`src/rtl/csr_access_ctrl.sv`:
```
// Purpose : sequences pipeline CSR read/write/set/clear instructions onto a bank of
//           single-register CSR instances, gives trap-unit writes priority over the
//           pipeline and folds shadow-copy integrity errors into a sticky alert.
// Latency : accept -> cpu_rsp_valid_o is 3 cycles when a write is issued, 2 otherwise;
//           a trap write reaches the bank the cycle after it is seen in IDLE.
// Backpressure: one operation in flight; cpu_req_ready_o is low outside IDLE and while
//           a trap is pending; the response is held stable until cpu_rsp_ready_i.
//
// Ports:
//   clk, rst_n          clock, asynchronous active-low reset
//   cpu_req_*           pipeline request (valid/ready), index, op (00 rd 01 wr 10 set 11 clr), operand
//   cpu_rsp_*           response (valid/ready), old CSR value, error flag
//   trap_*              level trap write request held until trap_ack_o pulses
//   csr_wr_en_o/_data_o one-hot write strobe and shared write data to the bank
//   csr_rd_data_i/_error_i  flattened bank read data and per-entry shadow-mismatch flags
//   alert_o             sticky integrity alert, cleared only by reset

module csr_access_ctrl #(
  parameter  int NumCsr = 8,
  parameter  int Width  = 32,
  localparam int AddrW  = $clog2(NumCsr)
) (
  input  logic                    clk,
  input  logic                    rst_n,

  input  logic                    cpu_req_valid_i,
  output logic                    cpu_req_ready_o,
  input  logic [AddrW:0]          cpu_addr_i,
  input  logic [1:0]              cpu_op_i,
  input  logic [Width-1:0]        cpu_wdata_i,

  output logic                    cpu_rsp_valid_o,
  input  logic                    cpu_rsp_ready_i,
  output logic [Width-1:0]        cpu_rdata_o,
  output logic                    cpu_rsp_err_o,

  input  logic                    trap_req_i,
  input  logic [AddrW-1:0]        trap_addr_i,
  input  logic [Width-1:0]        trap_wdata_i,
  output logic                    trap_ack_o,

  output logic [NumCsr-1:0]       csr_wr_en_o,
  output logic [Width-1:0]        csr_wr_data_o,
  input  logic [NumCsr*Width-1:0] csr_rd_data_i,
  input  logic [NumCsr-1:0]       csr_rd_error_i,

  output logic                    alert_o
);

  localparam int IdxW = AddrW + 1;

  localparam logic [1:0] OpRead  = 2'b00;
  localparam logic [1:0] OpWrite = 2'b01;
  localparam logic [1:0] OpSet   = 2'b10;
  localparam logic [1:0] OpClear = 2'b11;

  typedef enum logic [2:0] {
    IDLE,
    TRAP,
    READ,
    WRITE,
    RESP
  } state_e;

  state_e state;

  // Captured request, valid from READ until the operation returns to IDLE.
  logic [IdxW-1:0]  req_addr_q;
  logic [1:0]       req_op_q;
  logic [Width-1:0] req_wdata_q;

  // Bank lookup for the captured index. An index that matches no entry (MSB set
  // or beyond NumCsr) leaves idx_hit low, so the old value reads as zero.
  logic              idx_hit;
  logic [Width-1:0]  old_val;
  logic              old_err;
  logic [NumCsr-1:0] req_onehot;

  always_comb begin
    idx_hit    = 1'b0;
    old_val    = '0;
    old_err    = 1'b0;
    req_onehot = '0;
    for (int k = 0; k < NumCsr; k++) begin
      if (req_addr_q == IdxW'(k)) begin
        idx_hit       = 1'b1;
        old_val       = csr_rd_data_i[k*Width +: Width];
        old_err       = csr_rd_error_i[k];
        req_onehot[k] = 1'b1;
      end
    end
  end

  logic [NumCsr-1:0] trap_onehot;

  always_comb begin
    trap_onehot = '0;
    for (int k = 0; k < NumCsr; k++) begin
      trap_onehot[k] = (trap_addr_i == AddrW'(k));
    end
  end

  logic             rsp_err;
  logic [Width-1:0] new_val;
  logic             do_write;

  assign rsp_err = !idx_hit || old_err;

  always_comb begin
    new_val = old_val;
    case (req_op_q)
      OpWrite: new_val = req_wdata_q;
      OpSet:   new_val = old_val | req_wdata_q;
      OpClear: new_val = old_val & ~req_wdata_q;
      default: new_val = old_val;
    endcase
  end

  // Set/clear with a zero operand cannot change the register, so it is treated
  // like a read and skips the WRITE cycle. Any error suppresses the write.
  always_comb begin
    do_write = 1'b0;
    if (!rsp_err) begin
      do_write = (req_op_q == OpWrite) ||
                 (((req_op_q == OpSet) || (req_op_q == OpClear)) && (req_wdata_q != '0));
    end
  end

  // A pending trap blocks the pipeline even in IDLE so it wins a same-cycle race.
  assign cpu_req_ready_o = (state == IDLE) && !trap_req_i;

  always_ff @(posedge clk or negedge rst_n) begin
    if (!rst_n) begin
      state           <= IDLE;
      req_addr_q      <= '0;
      req_op_q        <= OpRead;
      req_wdata_q     <= '0;
      csr_wr_en_o     <= '0;
      csr_wr_data_o   <= '0;
      trap_ack_o      <= 1'b0;
      cpu_rsp_valid_o <= 1'b0;
      cpu_rdata_o     <= '0;
      cpu_rsp_err_o   <= 1'b0;
    end else begin
      // Strobes are single-cycle; csr_wr_data_o keeps its last value.
      csr_wr_en_o <= '0;
      trap_ack_o  <= 1'b0;

      case (state)
        IDLE: begin
          if (trap_req_i) begin
            state         <= TRAP;
            csr_wr_en_o   <= trap_onehot;
            csr_wr_data_o <= trap_wdata_i;
            trap_ack_o    <= 1'b1;
          end else if (cpu_req_valid_i) begin
            state       <= READ;
            req_addr_q  <= cpu_addr_i;
            req_op_q    <= cpu_op_i;
            req_wdata_q <= cpu_wdata_i;
          end
        end

        TRAP: begin
          state <= IDLE;
        end

        READ: begin
          // Response data is latched here and held untouched through RESP.
          cpu_rdata_o   <= old_val;
          cpu_rsp_err_o <= rsp_err;
          if (do_write) begin
            state         <= WRITE;
            csr_wr_en_o   <= req_onehot;
            csr_wr_data_o <= new_val;
          end else begin
            state           <= RESP;
            cpu_rsp_valid_o <= 1'b1;
          end
        end

        WRITE: begin
          state           <= RESP;
          cpu_rsp_valid_o <= 1'b1;
        end

        RESP: begin
          if (cpu_rsp_ready_i) begin
            state           <= IDLE;
            cpu_rsp_valid_o <= 1'b0;
          end
        end

        default: begin
          state <= IDLE;
        end
      endcase
    end
  end

  // Any shadow mismatch anywhere in the bank latches the alert, whatever the
  // FSM is doing; only reset clears it.
  always_ff @(posedge clk or negedge rst_n) begin
    if (!rst_n) begin
      alert_o <= 1'b0;
    end else if (|csr_rd_error_i) begin
      alert_o <= 1'b1;
    end
  end

  a_wr_en_onehot: assert property (@(posedge clk) disable iff (!rst_n)
    $onehot0(csr_wr_en_o));

  a_wr_en_state: assert property (@(posedge clk) disable iff (!rst_n)
    (|csr_wr_en_o) |-> ((state == TRAP) || (state == WRITE)));

  a_rsp_stable: assert property (@(posedge clk) disable iff (!rst_n)
    (cpu_rsp_valid_o && !cpu_rsp_ready_i) |=>
      (cpu_rsp_valid_o && $stable(cpu_rdata_o) && $stable(cpu_rsp_err_o)));

endmodule

```
`config.mk`:
```
export PLATFORM = sky130hd
export DESIGN_NAME = csr_access_ctrl
export DESIGN_NICKNAME = d
export VERILOG_FILES = /design/src/rtl/csr_access_ctrl.sv
export SDC_FILE = /design/constraint.sdc
export NUM_CORES = 1
export LEC_CHECK = 0
export ABC_AREA = 0
export BUFFER_PORTS_ARGS = -buffer_cell sky130_fd_sc_hd__buf_2
export CELL_PAD_IN_SITES_DETAIL_PLACEMENT = 0
export CELL_PAD_IN_SITES_GLOBAL_PLACEMENT = 1
export CORE_AREA = 2 2 161 163
export CTS_CLUSTER_DIAMETER = 100
export DETAILED_ROUTE_END_ITERATION = 12
export DIE_AREA = 0 0 163 165
export HOLD_SLACK_MARGIN = 0.05
export MAX_ROUTING_LAYER = met4
export PLACE_DENSITY_LB_ADDON = 0.15
export SLEW_MARGIN = 30
export SYNTH_ARGS = -nofsm -noshare
export SYNTH_HDL_FRONTEND = slang
export SYNTH_SLANG_ARGS = --single-unit
export TNS_END_PERCENT = 1
```
`constraint.sdc`:
```
create_clock -name clk -period 5.8 [get_ports clk]
set_input_delay 0.58 -clock clk [delete_from_list [all_inputs] [get_ports clk]]
set_output_delay 0.58 -clock clk [all_outputs]
set_load 0.01 [all_outputs]
```
==> flow_metrics.tcl, run 1 <==
set metrics [dict create \
    final_cell_mix "buf_2 (417), dfrtp_1 (115), o21ai_0 (92)" \
    numCtsBuffers 17 \
    worst_pin_slew_ns 0.952 \
    place.gp.congestion 0.934 \
    synth.avg_cell_area_um2 9.95 \
    cts_resized 0 \
    final_common_cell "buf_2" \
    status "finished clean" \
    wl_per_cell_um 25.2 \
    maxSlewViolCount 0 \
    clockBufferDepth 2 \
    rsz0062_at_grt "false" \
    grt_pass1_vias 8313 \
    start_util 0.317 \
    worstPathArrival_ns 3.77 \
    p_sw_mw 2.63 \
    drive_gt1_frac 0.488 \
    syn_inst 799 \
    drtIter0Drc 575 \
    pin_count 419 \
    die_area_mm2 0.0269 \
    p_per_area_mw_per_mm2 540 \
    slew_headroom 0.366 \
    cts_tree "yes" \
    end_kind "register" \
    ant_nets 0 \
    ys_seq_area_frac 0.368 \
    synth_area_mm2 0.00795 \
    wl_um 38200 \
    fin_crit_sh 0.598 \
    use_met3 0.0347 \
    fin_crit_ns 3.47 \
    setup_slack_ns 2.33 \
    met2_usage 0.478 \
    synth.distinct_cells 53 \
    p_clk_frac 0.181 \
    finalSetupViolCount 0 \
    setup_tns_ns 0 \
    yosysWarnings 0 \
    synth_edf_count 0 \
    drc 0 \
    grt_usage 0.290 \
    busiest_layer "met2" \
    vias 8260 \
    synth-main-ff-cell "dfrtp_1" \
    rows 58 \
    power_frac_comb 0.525 \
    vdd.ir_drop.worst_uv 356 \
    port_buffers 418 \
    fmax_mhz 288 \
    cts_sinks 117 \
    path_max_fanout 73 \
    grt_overflow_total 0 \
    nets 1515 \
    routed_via_density 5.45 \
    die_w_um 163 \
    synth-seq-cells 117 \
    hold_ws_ns 0.238 \
    globalRouteMet1Util 0.384 \
    startpoint_type "register" \
    htree_num_levels 4 \
    maxCapViolCount 0 \
    syn2layout_area_growth_pct 36.7 \
    core_area_mm2 0.0250 \
    post_cts_buffers 0 \
    cts-hold-fix-buffers 0 \
    finalHoldViolations 0 \
    clk_latency_ns 0.42 \
    syn_nets 1141 \
    dpl.hpwl_um 30400 \
    cts_root_buf "clkbuf_16" \
    skew_ns 0.0128 \
    switching_share 0.449 \
    cp.required_ns 6.10 \
    critPathKind "reg -> reg" \
    antenna_found_initial 1 \
    async_flop_share 1.00 \
    min_path_type "in -> async" \
    power_frac_seq 0.294 \
    antenna_cells 0 \
    die_h_um 165 \
    grt_max_degree 87 \
    dpl_worst_slack_ns 2.31 \
    power.leakage_nw 5.26 \
    first_pass_iters 5 \
    grt_pass1_wl_um 54600 \
    clkSlewWorstSetupHoldPaths_ns 0.06 \
    p_int_mw 3.23 \
]
## state kept, by name (all words and copies together), names as in the netlist
name	flops
cpu_rsp_valid_o	1
req_wdata_q	32
trap_ack_o	1
cpu_rsp_err_o	1
alert_o	1
cpu_rdata_o	32
req_op_q	2
csr_wr_data_o	32
req_addr_q	4
csr_wr_en_o	8
state	3
## layout make-up
class	count	area, um2
inverters	13	48.8
clock buffers	20	447
clock inverters	11	135
fillers	2566	14200
well taps	330	413
flip-flops and latches	117	2940
multi-input cells	594	4680
repair buffers	430	2200
## synthesized netlist by cell type, drive strengths merged (3+ instances only)
cell type  number  area share
a21o           23       0.022
inv            13      0.0061
nand2b         11      0.0087
mux2i          63       0.079
o2bb2ai        23       0.025
or3             4      0.0033
a22o           27       0.030
nor2           22       0.010
mux2           94        0.14
o32ai           7      0.0077
o22ai           3      0.0024
or2             3      0.0024
nand3           7      0.0044
a22oi          47       0.044
and2            4      0.0031
buf            29       0.022
a221o          23       0.029
a211oi          5      0.0047
nor4            9      0.0071
o21ai          93       0.059
a222oi          4      0.0050
nand2          56       0.026
a31oi           5      0.0039
clkbuf         46       0.022
a21oi          21       0.013
dfrtp         117        0.37
nor3            7      0.0050
mux4            4       0.011
nor2b           6      0.0047
nor3b           4      0.0044
## worst paths after layout
| check | startpoint | endpoint | slack [ns] | depth (start not counted) |
|---|---|---|---|---|
| max | req_addr_q[0]$_DFFE_PN0P_ | csr_wr_data_o[0]$_DFFE_PN0P_ | 2.33 | 7 |
| min in group clk | csr_rd_error_i[7] | alert_o$_DFFE_PN0P_ | 0.39 | 3 |
| min reg2reg | alert_o$_DFFE_PN0P_ | alert_o$_DFFE_PN0P_ | 0.47 | 2 |
| min | rst_n | req_addr_q[1]$_DFFE_PN0P_ | 0.24 | 1 |
| max reg2reg | req_addr_q[0]$_DFFE_PN0P_ | csr_wr_data_o[0]$_DFFE_PN0P_ | 2.33 | 7 |
| max in group asynchronous | rst_n | req_addr_q[0]$_DFFE_PN0P_ | 4.12 | 2 |
## critical path, cell delays in order (launching register included)
cell and delay, ns:
dfrtp_4 1.02, mux2_2 0.41, a22o_1 0.24, a21oi_1 0.17, o21ai_2 0.13, o21bai_4 0.47, buf_4 0.49, mux2_2 0.38
## cells by family after synthesis
kind of cell / after synthesis / share of synthesized area
xor gates and xnor gates: 1 / 0.00110
buffers and inverters: 88 / 0.0494
and+or+nand+nor: 139 / 0.0858
AOI/OAI and AO/OA: 293 / 0.260
DFF: 117 / 0.368
muxes: 161 / 0.235
## routing by layer
layer  wire (um)  vias up
met5           0        -
met4         608        0
met3        1950       32
met2       18800      337
met1       16900     4083
li1            -     3808
## power by group through the flow
| stage | Clock (mW) | Sequential [mW] | Combinational (mW) |
|---|---|---|---|
| 6_report | 1.06 | 1.73 | 3.08 |
| 5_1_grt | 1.11 | 1.78 | 3.33 |
| 4_1_cts | 1.07 | 1.72 | 3.10 |
| 3_5_place_dp | 0 | 1.73 | 3.08 |
| 3_3_place_gp | 0 | 1.73 | 3.04 |
| 2_1_floorplan | 0 | 1.50 | 2.08 |
## stage by stage
step	cells	util	area, um2	power, mW
global route	1515	0.434	10900	6.22
floorplan	799	-	7950	3.57
global placement	1483	0.408	10200	4.77
finish	1515	0.434	10900	5.87
detailed placement	1484	0.410	10300	4.81
CTS	1515	0.434	10900	5.89
(Power assumes the default switching activity.)
==> run 2, diff against run 1 <==
--- a/config.mk
+++ b/config.mk
@@ -9,10 +9,10 @@
 export BUFFER_PORTS_ARGS = -buffer_cell sky130_fd_sc_hd__buf_2
 export CELL_PAD_IN_SITES_DETAIL_PLACEMENT = 0
 export CELL_PAD_IN_SITES_GLOBAL_PLACEMENT = 1
-export CORE_AREA = 2 2 161 163
+export CORE_AREA = 2 2 166 168
 export CTS_CLUSTER_DIAMETER = 100
 export DETAILED_ROUTE_END_ITERATION = 12
-export DIE_AREA = 0 0 163 165
+export DIE_AREA = 0 0 168 170
 export HOLD_SLACK_MARGIN = 0.05
 export MAX_ROUTING_LAYER = met4
 export PLACE_DENSITY_LB_ADDON = 0.15
==> constraint.sdc (replaced) <==
create_clock -name clk -period 3.15 [get_ports clk]
set_input_delay 0.315 -clock clk [delete_from_list [all_inputs] [get_ports clk]]
set_output_delay 0.315 -clock clk [all_outputs]
set_load 0.01 [all_outputs]
==> flow_metrics.tcl, run 2 (synthesized netlist as in run 1, its figures left out) <==
set metrics [dict create \
    status "finished clean" \
    rrSetupSlack_ns 0.40 \
    htree_num_levels 4 \
    power_frac_seq 0.269 \
    drtIter0Drc 569 \
    pin_count 419 \
    final_common_cell "buf_2" \
    maxCapViolCount 0 \
    critPathLaunch "req_addr_q[0]$_DFFE_PN0P_" \
    reg_top3 "cpu_rdata_o x32, csr_wr_data_o x32, req_wdata_q x32" \
    wl_per_cell_um 23.1 \
    clkSlewWorstSetupHoldPaths_ns 0.06 \
    timing.rr.end "csr_wr_data_o[4]$_DFFE_PN0P_" \
    rr_startpoint "req_addr_q[0]$_DFFE_PN0P_" \
    die_area_mm2 0.0286 \
    port_buffers 418 \
    clockBufferDepth 2 \
    min_path_type "in -> reg" \
    vias 8109 \
    critPathKind "reg -> reg" \
    drc 0 \
    fmax_mhz 364 \
    fin_crit_sh 0.873 \
    r2r_cells 8 \
    cpLargestDelayFamily "compound AO/OA/AOI/OAI gates" \
    p_per_area_mw_per_mm2 985 \
    fin_crit_ns 2.75 \
    cts_resized 0 \
    core_area_mm2 0.0267 \
    p_int_mw 6.20 \
    cp.depth 8 \
    post_cts_buffers 0 \
    path_max_fanout 44 \
    cpMaxStageDelayCell "dfrtp_4" \
    rsz0062_at_grt "false" \
    crit_chain "buf_12, mux2i_1, o2bb2ai_1, a221o_1, a22oi_1, buf_4, o21ai_0, mux2_4" \
    p_clk_frac 0.189 \
    cts_tree "yes" \
    numCtsBuffers 17 \
    die_h_um 170 \
    cts_sinks 117 \
    worstPathArrival_ns 3.05 \
    cp.required_ns 3.45 \
    finalPower_mw 11.0 \
    switching_share 0.434 \
    place.gp.congestion 0.890 \
    grt_pass1_vias 8270 \
    clk_latency_ns 0.42 \
    setup_tns_ns 0 \
    cts-hold-fix-buffers 1 \
    start_util 0.298 \
    routed_via_density 5.21 \
    power.leakage_nw 5.38 \
    grt_usage 0.253 \
    grt_overflow_total 0 \
    cp_slowest_stage_delay_ns 0.68 \
    wl_um 36000 \
    antenna_found_initial 8 \
    grt_max_degree 87 \
    final_cell_mix "buf_2 (417), dfrtp_1 (115), o21ai_0 (92)" \
    endpoint "csr_wr_data_o[4]$_DFFE_PN0P_" \
    drive_gt1_frac 0.497 \
    p_sw_mw 4.75 \
    skew_ns 0.0101 \
    power_frac_comb 0.542 \
    die_w_um 168 \
    nets 1538 \
    cts_root_buf "clkbuf_16" \
    finalSetupViolCount 0 \
    end_kind "register" \
    syn2layout_area_growth_pct 39.9 \
    finalHoldViolations 0 \
    rows 60 \
    startpoint_type "register" \
    grt_pass1_wl_um 51800 \
    slew_headroom 0.428 \
    dpl.hpwl_um 28800 \
    first_pass_iters 5 \
    vdd.ir_drop.worst_uv 364 \
    cp_num_buf_inv 2 \
    maxSlewViolCount 0 \
    worst_pin_slew_ns 0.859 \
    ant_nets 0 \
]
-- run 2: tightest hold or removal path, delay by kind of cell --
| family | cells | cell delay [ns] |
|---|---|---|
| buffers and inverters | 1 | 0.09 |
| AND/OR/NAND/NOR | 2 | 0.11 |
-- run 2: power by group through the flow --
stage / Clock [mW] / Sequential [mW] / Combinational [mW]
5_1_grt: 2.18 / 3.04 / 6.47
2_1_floorplan: 0 / 2.75 / 3.83
6_report: 2.07 / 2.94 / 5.94
4_1_cts: 2.11 / 2.94 / 5.99
3_5_place_dp: 0 / 2.95 / 5.98
3_3_place_gp: 0 / 2.95 / 5.92
-- run 2: layer usage --
metal	track usage	vias to the layer above	share of wire
met3	0.0435	34	0.054
met2	0.413	317	0.49
met1	0.320	3884	0.43
met5	-	-	0
met4	0.0854	0	0.021
li1	-	3874	-
-- run 2: cell type report --
| type | count | area [um2] |
|---|---|---|
| Antenna cell | 7 | 17.5 |
| Clock buffer | 17 | 425 |
| Clock inverter | 15 | 205 |
| Fill cell | 2729 | 15500 |
| Inverter | 13 | 48.8 |
| Multi-Input combinational cell | 594 | 4650 |
| Sequential cell | 117 | 2940 |
| Tap cell | 341 | 427 |
| Timing Repair Buffer | 453 | 2410 |
-- run 2: through the flow --
step | hold slack, ns | cell area, um2 | setup slack, ns | std cells | util
detailed placement | 0.335 | 10500 | 0.388 | 1517 | 0.392
global placement | 0.328 | 10500 | 0.450 | 1517 | 0.392
CTS | 0.104 | 11100 | 0.385 | 1550 | 0.416
finish | 0.123 | 11100 | 0.400 | 1557 | 0.417
floorplan | 0.0194 | 7950 | 1.03 | 799 | -
global route | 0.108 | 11100 | 0.282 | 1557 | 0.417
-- run 2: worst min-delay path by stage --
stage / from / to / slack (ns) / cells after the start
finish: csr_rd_error_i[2] / alert_o$_DFFE_PN0P_ / 0.12 / 3
global route: cpu_wdata_i[28] / req_wdata_q[28]$_DFFE_PN0P_ / 0.11 / 2
CTS: csr_rd_error_i[2] / alert_o$_DFFE_PN0P_ / 0.10 / 3
detailed placement: rst_n / req_op_q[0]$_DFFE_PN0P_ / 0.34 / 1
global placement: rst_n / req_op_q[0]$_DFFE_PN0P_ / 0.33 / 1
floorplan: rst_n / alert_o$_DFFE_PN0P_ / 0.02 / 0
==> run 3, diff against run 2 <==
--- a/config.mk
+++ b/config.mk
@@ -9,10 +9,10 @@
 export BUFFER_PORTS_ARGS = -buffer_cell sky130_fd_sc_hd__buf_2
 export CELL_PAD_IN_SITES_DETAIL_PLACEMENT = 0
 export CELL_PAD_IN_SITES_GLOBAL_PLACEMENT = 1
-export CORE_AREA = 2 2 166 168
+export CORE_AREA = 2 2 161 163
 export CTS_CLUSTER_DIAMETER = 100
 export DETAILED_ROUTE_END_ITERATION = 12
-export DIE_AREA = 0 0 168 170
+export DIE_AREA = 0 0 163 165
 export HOLD_SLACK_MARGIN = 0.05
 export MAX_ROUTING_LAYER = met4
 export PLACE_DENSITY_LB_ADDON = 0.15
==> constraint.sdc (replaced) <==
create_clock -name clk -period 3.5 [get_ports clk]
set_input_delay 0.35 -clock clk [delete_from_list [all_inputs] [get_ports clk]]
set_output_delay 0.35 -clock clk [all_outputs]
set_load 0.01 [all_outputs]
==> flow_metrics.tcl, run 3 (synthesized netlist as in run 1, its figures left out) <==
set metrics [dict create \
    status "finished clean" \
    skew_ns 0.00989 \
    antenna_found_initial 3 \
    clockBufferDepth 2 \
    setup_slack_ns 0.582 \
    maxSlewViolCount 0 \
    grt_pass1_vias 8539 \
    reg_top3 "cpu_rdata_o x32, csr_wr_data_o x32, req_wdata_q x32" \
    post_cts_buffers 0 \
    power_frac_seq 0.285 \
    ant_nets 0 \
    final_cell_mix "buf_2 (417), dfrtp_1 (115), o21ai_0 (92)" \
    htree_num_levels 4 \
    die_area_mm2 0.0269 \
    worst_pin_slew_ns 0.896 \
    first_pass_iters 5 \
    final_common_cell "buf_2" \
    power.leakage_nw 5.31 \
    clk_latency_ns 0.42 \
    critPathKind "reg -> reg" \
    cts_resized 0 \
    rows 58 \
    fin_crit_ns 2.92 \
    drive_gt1_frac 0.491 \
    slew_headroom 0.403 \
    cts_root_buf "clkbuf_16" \
    clkSlewWorstSetupHoldPaths_ns 0.06 \
    port_buffers 418 \
    numCtsBuffers 17 \
    end_kind "register" \
    vias 8362 \
    setup_tns_ns 0 \
    pin_count 419 \
    cts_tree "yes" \
    grt_max_degree 87 \
    nets 1529 \
    cts_sinks 117 \
    switching_share 0.451 \
    dpl.hpwl_um 30800 \
    p_sw_mw 4.39 \
    die_w_um 163 \
    grt_pass1_wl_um 55000 \
    start_util 0.317 \
    grt_usage 0.292 \
    p_clk_frac 0.170 \
    cts-hold-fix-buffers 0 \
    cp.required_ns 3.79 \
    fmax_mhz 343 \
    vdd.ir_drop.worst_uv 449 \
    routed_via_density 5.46 \
    maxCapViolCount 0 \
    place.gp.congestion 0.937 \
    drc 0 \
    fin_crit_sh 0.834 \
    core_area_mm2 0.0250 \
    drtIter0Drc 698 \
    wl_per_cell_um 25.1 \
    hold_ws_ns 0.0259 \
    die_h_um 165 \
    rsz0062_at_grt "false" \
    fin_cells 1532 \
    wl_um 38400 \
    finalHoldViolations 0 \
    grt_overflow_total 0 \
    power_frac_comb 0.545 \
    p_per_area_mw_per_mm2 890 \
    worstPathArrival_ns 3.21 \
    min_path_type "in -> async" \
    p_int_mw 5.35 \
    dpl_worst_slack_ns 0.637 \
    finalSetupViolCount 0 \
    placedCellCount 1498 \
    syn2layout_area_growth_pct 37.7 \
    startpoint_type "register" \
    rrSetupSlack_ns 0.58 \
    path_max_fanout 41 \
]
[run 3: cell count changes in the layout (fill, tap and decap cells not counted), sizes merged]
cell / delta
dlygate4sd3: -1
clkinv: +2
clkinvlp: -2
diode: -4
inv: -2
buf: -8
clkbuf: +3
bufinv: -2
[run 3: per-stage QoR]
step	utilization	total power, mW	cell area, um2
3_3_place_gp	0.415	8.06	10400
2_1_floorplan	-	5.92	7950
6_report	0.437	9.74	10900
4_1_cts	0.437	9.77	10900
3_5_place_dp	0.415	8.09	10400
5_1_grt	0.437	10.3	10900
[run 3: routing by layer]
| metal | share of wire | track usage | vias up |
|---|---|---|---|
| li1 | - | - | 3844 |
| met1 | 0.43 | 0.370 | 4137 |
| met2 | 0.48 | 0.471 | 330 |
| met3 | 0.059 | 0.0510 | 51 |
| met4 | 0.031 | 0.102 | 0 |
| met5 | 0 | - | - |
[run 3: power groups by stage]
| stage | clock, mW | combinational (mW) | sequential (mW) |
|---|---|---|---|
| 6_report | 1.65 | 5.31 | 2.77 |
| 4_1_cts | 1.68 | 5.33 | 2.76 |
| 3_3_place_gp | 0 | 5.28 | 2.77 |
| 2_1_floorplan | 0 | 3.44 | 2.48 |
| 5_1_grt | 1.75 | 5.73 | 2.85 |
| 3_5_place_dp | 0 | 5.31 | 2.78 |
[run 3: final cells by class]
| type | count | area (um2) |
|---|---|---|
| fill | 2541 | 14100 |
| multi-input combinational | 594 | 4650 |
| sequential | 117 | 2940 |
| timing repair buffer | 444 | 2340 |
| clock buffer | 20 | 437 |
| tap | 330 | 413 |
| clock inverter | 11 | 111 |
| inverter | 13 | 48.8 |
| antenna | 3 | 7.51 |
[run 3: final timing paths]
path,start,end,cells after the start
max reg2reg,req_addr_q[0]$_DFFE_PN0P_,csr_wr_data_o[21]$_DFFE_PN0P_,7
max in group asynchronous,rst_n,cpu_rdata_o[7]$_DFFE_PN0N_,2
max,req_addr_q[0]$_DFFE_PN0P_,csr_wr_data_o[21]$_DFFE_PN0P_,7
min in group clk,cpu_wdata_i[20],req_wdata_q[20]$_DFFE_PN0P_,2
min,rst_n,req_addr_q[2]$_DFFE_PN0P_,1
min reg2reg,cpu_rdata_o[14]$_DFFE_PN0N_,cpu_rdata_o[14]$_DFFE_PN0N_,2
[run 3: critical path, cell delays in order, from the launching register on]
cell and delay, ns:
dfrtp_4 0.82, mux2_2 0.40, a22o_1 0.23, a21oi_1 0.16, o21ai_2 0.14, o21bai_4 0.42
buf_12 0.25, mux2_4 0.32
